### config.mk
export PLATFORM = sky130hd
export DESIGN_NAME = anton_neopixel_rx
export DESIGN_NICKNAME = d
export VERILOG_FILES = /design/src/rtl/anton_neopixel_pkg.sv /design/src/rtl/anton_neopixel_rx_sync.sv /design/src/rtl/anton_neopixel_rx.sv
export SDC_FILE = /design/constraint.sdc
export NUM_CORES = 1
export LEC_CHECK = 0
export ABC_AREA = 1
export BUFFER_PORTS_ARGS = -buffer_cell sky130_fd_sc_hd__buf_4
export CORE_MARGIN = 2
export CORE_UTILIZATION = 59
export DETAILED_ROUTE_END_ITERATION = 7
export MAX_ROUTING_LAYER = met4
export PLACE_DENSITY = 0.87
export SYNTH_ARGS = -nofsm -noshare
export SYNTH_HDL_FRONTEND = slang
export SYNTH_HIERARCHICAL = 1
export SYNTH_SLANG_ARGS = --single-unit
### constraint.sdc
create_clock -name CLK_10MHZ -period 2.1 [get_ports CLK_10MHZ]
set_input_delay 0.21 -clock CLK_10MHZ [delete_from_list [all_inputs] [get_ports CLK_10MHZ]]
set_output_delay 0.21 -clock CLK_10MHZ [all_outputs]
set_load 0.01 [all_outputs]
### src/rtl/anton_neopixel_pkg.sv
// rtl/anton_neopixel_pkg.sv - NeoPixel line encoding shared by the transmitter and receiver.
package anton_neopixel_pkg;

    typedef enum logic [1:0] {
        WAIT_RESET = 2'd0,
        LOW        = 2'd1,
        HIGH       = 2'd2
    } neo_state_t;

    localparam int TICKS_PER_BIT       = 12;
    localparam int T0H_TICKS           = 3;
    localparam int T1H_TICKS           = 8;
    localparam int BITS_PER_PIXEL      = 24;
    localparam int RESET_TICKS_DEFAULT = 500;

endpackage

### src/rtl/anton_neopixel_rx_sync.sv
// rtl/anton_neopixel_rx_sync.sv - 2-flop synchroniser with registered rise/fall detect for NEO_DIN.
module anton_neopixel_rx_sync (
    input  logic CLK_10MHZ,
    input  logic RESET_N,
    input  logic NEO_DIN,
    output logic din_sync,
    output logic rise,
    output logic fall
);

    logic din_meta;
    logic din_prev;

    always_ff @(posedge CLK_10MHZ or negedge RESET_N) begin
        if (!RESET_N) begin
            din_meta <= 1'b0;
            din_sync <= 1'b0;
            din_prev <= 1'b0;
            rise     <= 1'b0;
            fall     <= 1'b0;
        end else begin
            din_meta <= NEO_DIN;
            din_sync <= din_meta;
            din_prev <= din_sync;
            rise     <= din_sync & ~din_prev;
            fall     <= ~din_sync & din_prev;
        end
    end

endmodule

### src/rtl/anton_neopixel_rx.sv
// rtl/anton_neopixel_rx.sv - NeoPixel stream decoder; 24-bit pixels, frame reset and error strobes.
// Optional daisy-chain pass-through on NEO_DOUT when ANTON_NEOPIXEL_RX_PASSTHROUGH_EN is defined.
module anton_neopixel_rx
    import anton_neopixel_pkg::*;
#(
    parameter int PIXELS_MAX     = 3,
    parameter int PIXELS_BITS    = 2,
    parameter int BIT_THRESHOLD  = 6,
    parameter int MAX_HIGH_TICKS = 11,
    parameter int RESET_TICKS    = RESET_TICKS_DEFAULT
) (
    input  logic                   CLK_10MHZ,
    input  logic                   RESET_N,
    input  logic                   NEO_DIN,
    output logic [23:0]            PIXEL_DATA,
    output logic [PIXELS_BITS-1:0] PIXEL_INDEX,
    output logic                   PIXEL_VALID,
    output logic                   FRAME_END,
    output logic                   ERROR,
    output logic                   NEO_DOUT
);

    localparam int LOW_W = $clog2(RESET_TICKS + 1);
    localparam int PIX_W = $clog2(PIXELS_MAX + 1);
    localparam logic [LOW_W-1:0] LOW_SAT  = LOW_W'(RESET_TICKS);
    localparam logic [LOW_W-1:0] LOW_PRE  = LOW_W'(RESET_TICKS - 1);
    localparam logic [PIX_W-1:0] PIX_LAST = PIX_W'(PIXELS_MAX);
    localparam logic [3:0]       HI_ONE   = 4'(BIT_THRESHOLD);
    localparam logic [3:0]       HI_MAX   = 4'(MAX_HIGH_TICKS);
    localparam logic [4:0]       BIT_LAST = 5'(BITS_PER_PIXEL - 1);

    logic din_sync, rise, fall;

    neo_state_t                state, state_nxt;
    logic [LOW_W-1:0]          low_cnt, low_cnt_nxt;
    logic [3:0]                high_cnt, high_cnt_nxt;
    logic [4:0]                bit_idx, bit_idx_nxt;
    logic [PIX_W-1:0]          pix_idx, pix_idx_nxt;
    logic [BITS_PER_PIXEL-2:0] shift, shift_nxt;
    logic                      got_bit, got_bit_nxt;
    logic [23:0]               data_nxt;
    logic [PIXELS_BITS-1:0]    index_nxt;
    logic                      valid_nxt, frame_end_nxt, error_nxt;
    logic                      bit_val, reset_hit;

    anton_neopixel_rx_sync u_sync (
        .CLK_10MHZ (CLK_10MHZ),
        .RESET_N   (RESET_N),
        .NEO_DIN   (NEO_DIN),
        .din_sync  (din_sync),
        .rise      (rise),
        .fall      (fall)
    );

    always_ff @(posedge CLK_10MHZ or negedge RESET_N) begin
        if (!RESET_N) begin
            state       <= WAIT_RESET;
            low_cnt     <= '0;
            high_cnt    <= '0;
            bit_idx     <= '0;
            pix_idx     <= '0;
            shift       <= '0;
            got_bit     <= 1'b0;
            PIXEL_DATA  <= '0;
            PIXEL_INDEX <= '0;
            PIXEL_VALID <= 1'b0;
            FRAME_END   <= 1'b0;
            ERROR       <= 1'b0;
        end else begin
            state       <= state_nxt;
            low_cnt     <= low_cnt_nxt;
            high_cnt    <= high_cnt_nxt;
            bit_idx     <= bit_idx_nxt;
            pix_idx     <= pix_idx_nxt;
            shift       <= shift_nxt;
            got_bit     <= got_bit_nxt;
            PIXEL_DATA  <= data_nxt;
            PIXEL_INDEX <= index_nxt;
            PIXEL_VALID <= valid_nxt;
            FRAME_END   <= frame_end_nxt;
            ERROR       <= error_nxt;
        end
    end

    always_comb begin
        state_nxt     = state;
        low_cnt_nxt   = low_cnt;
        high_cnt_nxt  = high_cnt;
        bit_idx_nxt   = bit_idx;
        pix_idx_nxt   = pix_idx;
        shift_nxt     = shift;
        got_bit_nxt   = got_bit;
        data_nxt      = PIXEL_DATA;
        index_nxt     = PIXEL_INDEX;
        valid_nxt     = 1'b0;
        frame_end_nxt = 1'b0;
        error_nxt     = 1'b0;
        bit_val       = (high_cnt >= HI_ONE);
        // low_cnt saturates at RESET_TICKS, so the reset event fires once per low period
        reset_hit     = (low_cnt == LOW_PRE);

        unique case (state)
            WAIT_RESET: begin
                if (din_sync) begin
                    low_cnt_nxt = '0;
                end else if (low_cnt != LOW_SAT) begin
                    low_cnt_nxt = low_cnt + LOW_W'(1);
                    if (reset_hit) begin
                        state_nxt   = LOW;
                        bit_idx_nxt = '0;
                        pix_idx_nxt = '0;
                        got_bit_nxt = 1'b0;
                    end
                end
            end
            LOW: begin
                if (rise) begin
                    state_nxt    = HIGH;
                    high_cnt_nxt = 4'd1;
                    low_cnt_nxt  = '0;
                end else if (low_cnt != LOW_SAT) begin
                    low_cnt_nxt = low_cnt + LOW_W'(1);
                    if (reset_hit) begin
                        error_nxt     = (bit_idx != 5'd0);
                        frame_end_nxt = got_bit;
                        bit_idx_nxt   = '0;
                        pix_idx_nxt   = '0;
                        got_bit_nxt   = 1'b0;
                    end
                end
            end
            HIGH: begin
                if (fall) begin
                    state_nxt   = LOW;
                    low_cnt_nxt = LOW_W'(1);
                    got_bit_nxt = 1'b1;
                    if (bit_idx == BIT_LAST) begin
                        bit_idx_nxt = '0;
                        if (pix_idx < PIX_LAST) begin
                            data_nxt    = {bit_val, shift};
                            index_nxt   = PIXELS_BITS'(pix_idx);
                            valid_nxt   = 1'b1;
                            pix_idx_nxt = pix_idx + PIX_W'(1);
                        end
                    end else begin
                        shift_nxt[bit_idx] = bit_val;
                        bit_idx_nxt        = bit_idx + 5'd1;
                    end
                end else begin
                    if (high_cnt != 4'd15) high_cnt_nxt = high_cnt + 4'd1;
                    // next tick would exceed the longest legal pulse
                    if (high_cnt >= HI_MAX) begin
                        error_nxt   = 1'b1;
                        state_nxt   = WAIT_RESET;
                        low_cnt_nxt = '0;
                    end
                end
            end
            default: state_nxt = WAIT_RESET;
        endcase
    end

`ifdef ANTON_NEOPIXEL_RX_PASSTHROUGH_EN
    assign NEO_DOUT = din_sync && (pix_idx == PIX_LAST) && (state == LOW || state == HIGH);
`else
    assign NEO_DOUT = 1'b0;
`endif

endmodule

==> results of run 1 <==
## logic make-up (layout without fill, tap and decap cells)
| logic type | count (synthesis) | in the layout | synth area share |
|---|---|---|---|
| AND/OR/NAND/NOR | 267 | 267 | 0.290 |
| flip-flops | 80 | 80 | 0.524 |
| buffers and inverters | 57 | 101 | 0.0698 |
| AO/OA/AOI/OAI | 35 | 35 | 0.0550 |
| adder cells (fa/ha/maj) | 14 | 14 | 0.0459 |
| XOR/XNOR | 6 | 6 | 0.0138 |
| other | 1 | 1 | 0.000982 |
## layout by cell type (no fill, tap or decap)
| master | Yosys | layout |
|---|---|---|
| nand2_1 | 181 | 180 |
| dfrtp_1 | 80 | 80 |
| inv_1 | 44 | 43 |
| nor2_1 | 38 | 38 |
| buf_4 | 4 | 37 |
| nand3_1 | 32 | 32 |
| o21ai_0 | 19 | 19 |
| ha_1 | 14 | 13 |
| clkbuf_8 | 0 | 9 |
| o21ai_2 | 7 | 7 |
| nor2_4 | 1 | 4 |
| xor2_1 | 4 | 4 |
| nand4_1 | 3 | 3 |
| inv_2 | 2 | 3 |
| nor3_1 | 3 | 3 |
| a21oi_1 | 3 | 3 |
| nand2_2 | 2 | 3 |
| o22ai_1 | 3 | 3 |
| xnor2_1 | 2 | 2 |
| clkinv_2 | 0 | 2 |
| clkinv_4 | 0 | 2 |
| clkbuf_1 | 2 | 2 |
| dlygate4sd3_1 | 0 | 2 |
| a21boi_0 | 1 | 1 |
| nor3_4 | 1 | 1 |
| nand3b_4 | 1 | 1 |
| o21ai_1 | 1 | 1 |
| and3_1 | 1 | 1 |
| o211ai_1 | 1 | 1 |
| nand3b_1 | 1 | 1 |
| ha_2 | 0 | 1 |
| conb_1 | 1 | 1 |
| bufinv_16 | 0 | 1 |
## layer usage
metal  GRT usage  up-vias  routed length [um]
met1       0.267     1417                3100
met4       0.117        0                 146
met5           -        -                   0
li1            -     1504                   -
met3      0.0433       13                 404
met2       0.380       71                3560
## power breakdown
part / internal [mW] / switching (mW) / total, mW
combinational: 0.0177 / 0.0484 / 0.0662
sequential: 1.55 / 0.00797 / 1.56
clock: 0.550 / 0.556 / 1.11
## worst paths after layout
path	start	to	slack, ns	depth (start not counted)
worst max register to register	state[0]	low_cnt[6]	0.26	10
min in group asynchronous	RESET_N	PIXEL_DATA[16]	0.44	2
max in group asynchronous	RESET_N	low_cnt[4]	0.97	3
worst max-delay path	state[0]	low_cnt[6]	0.26	10
worst min-delay path	u_sync/din_meta	u_sync/din_sync	0.36	0
worst min register to register	u_sync/din_meta	u_sync/din_sync	0.36	0
## stage by stage
stage | power (mW) | util
final | 2.73 | 0.685
after detailed placement | 1.65 | 0.649
after global routing | 2.82 | 0.685
after CTS | 2.75 | 0.682
after global placement | 1.65 | 0.649
after floorplan | 1.61 | -
## area by class of cell
cell class / instances / area (um^2)
multi-input cells: 323 / 1570
well taps: 77 / 96.3
fillers: 505 / 1990
clock buffers: 11 / 131
inverters: 46 / 173
clock inverters: 5 / 57.6
repair buffers: 39 / 298
flip-flops and latches: 80 / 2000
## state kept, by name, summed over array words and instances (netlist names), 2 cells and up
| signal | count |
|---|---|
| PIXEL_DATA | 24 |
| shift | 23 |
| low_cnt | 9 |
| bit_idx | 5 |
| high_cnt | 4 |
| PIXEL_INDEX | 2 |
| pix_idx | 2 |
| state | 2 |
## repair_timing
item                                    CTS  global route
hold buffers                              2             0
endpoints found under the setup margin    0            27
hold endpoints to repair                 57             0
gates resized for setup                   0             6
## worst max-delay path, stage by stage (launching register included)
cell,delay [ns]
dfrtp_1,0.43
inv_1,0.12
ha_2,0.24
inv_1,0.10
nor2_1,0.13
nand2_1,0.12
nand2_2,0.16
inv_1,0.10
nand2_1,0.17
o21ai_0,0.11
nor2_1,0.11
==> impl_results.md, run 1 <==
- Outcome: completed
- Max Cap Violations: 0
- Drc violations: 0
- Final Cycle Share: 0.876
- Cell area after synthesis: 3820 um^2
- Worst skew pair latency: 0.37 ns
- Gate Count Post-Synth: 460
- Area grow syn2layout: 13.3%
- Fmax: 544 MHz
- HP Class: reg -> reg
- Synth Warn #: 6
- Post-synth EDFFs: 0
- Nets: 516
- Layout cells sized above 1: 0.141
- Pleak: 2.28 nW
- Row count: 29
- Synth area leaders: dfrtp_1 52%, nand2_1 18%, ha_1 4.6%
- Syn avg cell area: 8.30 um^2
- GRT overflow: 0
- Asr flop ratio synth: 1.00
- Final instance area: 4330 um^2
- Post-synth cell types: 29
- CTS clock-pin slew for the worst setup and hold paths: 0.08 ns
- Fin. Hold Viols: 0
- GRT Resource Usage Total: 0.229
- Syn_nets: 477
- Post-DP Area: 4100 um^2
- Max Root-Sink Buffers: 2
- Post-synth top area share: 0.524
- Placed wire-length estimate: 4960 um
- Vias: 3005
- CTS H-tree lvls: 3
- Power Density: 630 nW/um^2
- Final setup fails: 0
- Vias/cell: 5.17
- Critical path capture point type: flip-flop
- Top post-synthesis cells by count: 181 x nand2_1, 80 x dfrtp_1, 44 x inv_1, 38 x nor2_1, 32 x nand3_1
- Worst endpoint required time: 2.39 ns
- Slew Limit Fails: 0
- Seq/Total Area, Yosys: 0.524
- Core area: 6310 um^2
- Slew margin rel.: 0.531
- Initial antenna violation count: 0
- Cell count after placement: 563
- Initial Util: 0.605
- I/O Buffers: 31
- GP Congestion: 0.877
- CTS buffer count: 9
- IO Pins: 33
- Diode count: 0
- Finished Layout Cells: 581
- CP Class: reg -> reg
- First-pass GRT wire length: 12700 um
- Worst clock skew: 0.0122 ns
- Post-synth top flop: dfrtp_1
- Root buffer cell: clkbuf_8
- Setup TNS: 0 ns
- Crit path max fanout: 7
- Post-CTS Setup Repair Bufs: 0
- Seq cells post-synth: 80
- Min Tclk post-route: 1.84 ns
- Worst vdd ir: 0.000490 V
- 1st-iter DRT viols: 190
- Vias in the first global route: 2981
- Top-count cell post-synth: nand2_1
- Post-Place Setup Slack: 0.0560 ns
- Worst Slack Setup Final: 0.261 ns
- RSZ-0062 raised after global routing: no
- CTS tree: built
- Worst Path Arrival: 2.13 ns
- DIE AREA: 7130 um^2
- Wire length per cell: 12.4 um
- Die width: 84.5 um
- Final WL: 7210 um
- Startpoint Class: flip-flop
- Antenna Nets Post-Route: 0
- TritonRoute pass-1 iters: 4
- Final Hold Slack: 0.363 ns
- Synth area leader: dfrtp_1
- Largest net degree at the start of global routing: 59
- Slew @ Worst Pin: 0.704 ns
- Num Clock Sinks: 80
- Die Ht: 84.5 um
Power figures use the tool's default switching activity.
==> run 2, diff against run 1 <==
==> constraint.sdc (replaced) <==
create_clock -name CLK_10MHZ -period 2.1 [get_ports CLK_10MHZ]
set_input_delay 0.63 -clock CLK_10MHZ [delete_from_list [all_inputs] [get_ports CLK_10MHZ]]
set_output_delay 0.63 -clock CLK_10MHZ [all_outputs]
set_load 0.01 [all_outputs]
==> run 2 against run 1 <==
Worst setup slack lost 0.027 ns. Final cell count down 0.34%. Core utilization barely moved. Combinational power shrank 3%. Total power rose by 1.1%. Clock power about the same. Register-to-register slack lost 0.03 ns. Cell area is essentially flat. Critical path type unchanged.
==> impl_results.md, run 2 (synthesized netlist as in run 1, its figures left out) <==
- Fin. Hold Viols: 0 (unchanged)
- CP Class: reg -> reg
- Diode count: 0 (unchanged)
- I/O Buffers: 31 (unchanged)
- Reg power frac: 0.564 (-0.006)
- HP Class: in -> async
- 1st-iter DRT viols: 163 (-14%)
- DIE AREA: 7130 um^2 (unchanged)
- Worst endpoint required time: 2.39 ns (about the same)
- Final Cycle Share: 0.889 (+0.0130)
- Fmax: 536 MHz (-1.5%)
- Vias: 2977 (-0.93%)
- Initial antenna violation count: 0 (unchanged)
- Vias/cell: 5.14 (-0.59%)
- Final WL: 7280 um (+0.97%)
- Worst skew pair latency: 0.36 ns (about the same)
- Buf/Inv on CP: 2 (-1)
- Biggest regs: PIXEL_DATA x24, shift x23, low_cnt x9
- Die width: 84.5 um (unchanged)
- Max incr delay on CP: 0.43 ns (about the same)
- Max stage delay cell, worst path: dfrtp_1
- Comb pwr share: 0.023 (about the same)
- Slew @ Worst Pin: 0.578 ns (-0.126 ns)
- NetSw: 0.615 mW (+0.40%)
- Slew margin rel.: 0.614 (+0.0836)
- Outcome: completed
- Startpoint Class: flip-flop
- Worst vdd ir: 0.000457 V (-6.7%)
- Core area: 6310 um^2 (unchanged)
- Post-Place Setup Slack: 0.0631 ns (+0.00715 ns)
- Most used cell, CP: nand2_1
- CTS clock-pin slew for the worst setup and hold paths: 0.08 ns (about the same)
- Commonest cells after routing, fill and taps aside: 180 x nand2_1, 80 x dfrtp_1, 43 x inv_1
- Final setup fails: 0 (unchanged)
- Placed wire-length estimate: 4970 um (+0.11%)
- Critical path capture point type: flip-flop
- Layout cells sized above 1: 0.145 (+0.00455)
- CTS tree: built
- CTS H-tree lvls: 3 (unchanged)
- Critical path's top delay family: simple AND/OR/NAND/NOR gates
- Drc violations: 0 (unchanged)
- Number of flip-flops in the largest register: 24 (unchanged)
- Wire length per cell: 12.6 um (+1.3%)
- RSZ-0062 raised after global routing: no
- Largest net degree at the start of global routing: 81 (+37%)
- Row count: 29 (unchanged)
- Initial Util: 0.605 (unchanged)
- Pleak: 2.27 nW (-0.46%)
- GRT overflow: 0 (unchanged)
- Critical Path, Cell by Cell: inv_1, ha_2, nand2_1, inv_2, nand2_2, nor2_2, nand3_1, nand2_1
- Num Clock Sinks: 80 (unchanged)
- Worst Path Arrival: 2.16 ns (+0.03 ns)
- IO Pins: 33 (unchanged)
- Clk pwr share: 0.413 (+0.008)
- Min Tclk post-route: 1.87 ns (+0.0274 ns)
- Top reg by flops: PIXEL_DATA
- Power Density: 637 nW/um^2 (+1.1%)
- Worst Slack Setup Final: 0.233 ns (-0.0274 ns)
- First-pass GRT wire length: 12600 um (-0.76%)
- Slew Limit Fails: 0 (unchanged)
- GP Congestion: 0.866 (-1.2%)
- Root buffer cell: clkbuf_8
- Die Ht: 84.5 um (unchanged)
- Antenna Nets Post-Route: 0 (unchanged)
- Vias in the first global route: 2978 (-0.10%)
- Max Root-Sink Buffers: 2 (unchanged)
- Max Cap Violations: 0 (unchanged)
- CTS buffer count: 9 (unchanged)
- Setup TNS: 0 ns (unchanged)
- GRT Resource Usage Total: 0.226 (-0.00365)
- Fillers: 503 (-0.40%)
- Area grow syn2layout: 13.4% (about the same)
- Nets: 514 (-0.39%)
- Crit path max fanout: 7 (unchanged)
- Switching Share: 0.223 (-0.00166)
- TritonRoute pass-1 iters: 5 (+1)
- Worst clock skew: 0.00859 ns (-0.00362 ns)
- Int Pwr: 2.15 mW (+1.4%)
- Commonest non-fill, non-tap cell in the layout: nand2_1
## run 2: changes by cell type in the layout (fill, tap and decap cells not counted)
cell and delta:
dlygate4sd3_1 -2, buf_12 +1, nor2_1 -1, clkinvlp_4 +1, clkinv_4 -1, buf_4 -3, clkbuf_8 +1, clkbuf_1 -1
nor2_2 +3
## run 2: power groups by stage
stage	combinational, mW	clock (mW)	sequential [mW]
finish	0.0642	1.14	1.56
global route	0.0762	1.22	1.56
CTS	0.0668	1.16	1.56
detailed placement	0.0670	0	1.59
global placement	0.0642	0	1.59
floorplan	0.0246	0	1.59
## run 2: repair_timing
item | in CTS | in global routing
hold buffers | 0 | 0
setup buffers | 0 | 0
endpoints found under the setup margin | 0 | 27
gates resized for setup | 0 | 7
## run 2: layout make-up
| class | instances | area (um^2) | area share |
|---|---|---|---|
| clock buffer | 11 | 141 | 0.0327 |
| clock inverter | 5 | 56.3 | 0.0130 |
| inverter | 46 | 173 | 0.0399 |
| multi-input combinational | 325 | 1590 | 0.366 |
| sequential | 80 | 2000 | 0.462 |
| tap | 77 | 96.3 | 0.0223 |
| timing repair buffer | 35 | 275 | 0.0636 |
## run 2: final timing paths
path / cells past startpoint / end / from / slack (ns)
min reg2reg: 0 / u_sync/din_sync / u_sync/din_meta / 0.36
max: 8 / shift[13] / state[0] / 0.23
min: 2 / PIXEL_DATA[22] / RESET_N / 0.28
max in group asynchronous: 2 / pix_idx[1] / RESET_N / 1.49
max reg2reg: 8 / shift[13] / state[0] / 0.23
min in group CLK_10MHZ: 0 / u_sync/din_sync / u_sync/din_meta / 0.36
## run 2: routing by layer
| layer | GRT usage | routed length, um | vias to the layer above |
|---|---|---|---|
| met1 | 0.260 | 3220 | 1414 |
| met2 | 0.389 | 3670 | 46 |
| met5 | - | 0 | - |
| li1 | - | - | 1505 |
| met4 | 0.0808 | 114 | 0 |
| met3 | 0.0501 | 273 | 12 |
## run 2: through the flow
| stage | power [mW] | utilization | hold slack (ns) | cells | area, um^2 |
|---|---|---|---|---|---|
| 5_1_grt | 2.85 | 0.686 | 0.320 | 579 | 4330 |
| 3_5_place_dp | 1.65 | 0.649 | 0.340 | 561 | 4100 |
| 4_1_cts | 2.78 | 0.680 | 0.300 | 577 | 4290 |
| 2_1_floorplan | 1.61 | - | 0.331 | 460 | 3820 |
| 3_3_place_gp | 1.65 | 0.649 | 0.335 | 561 | 4100 |
| 6_report | 2.76 | 0.686 | 0.281 | 579 | 4330 |
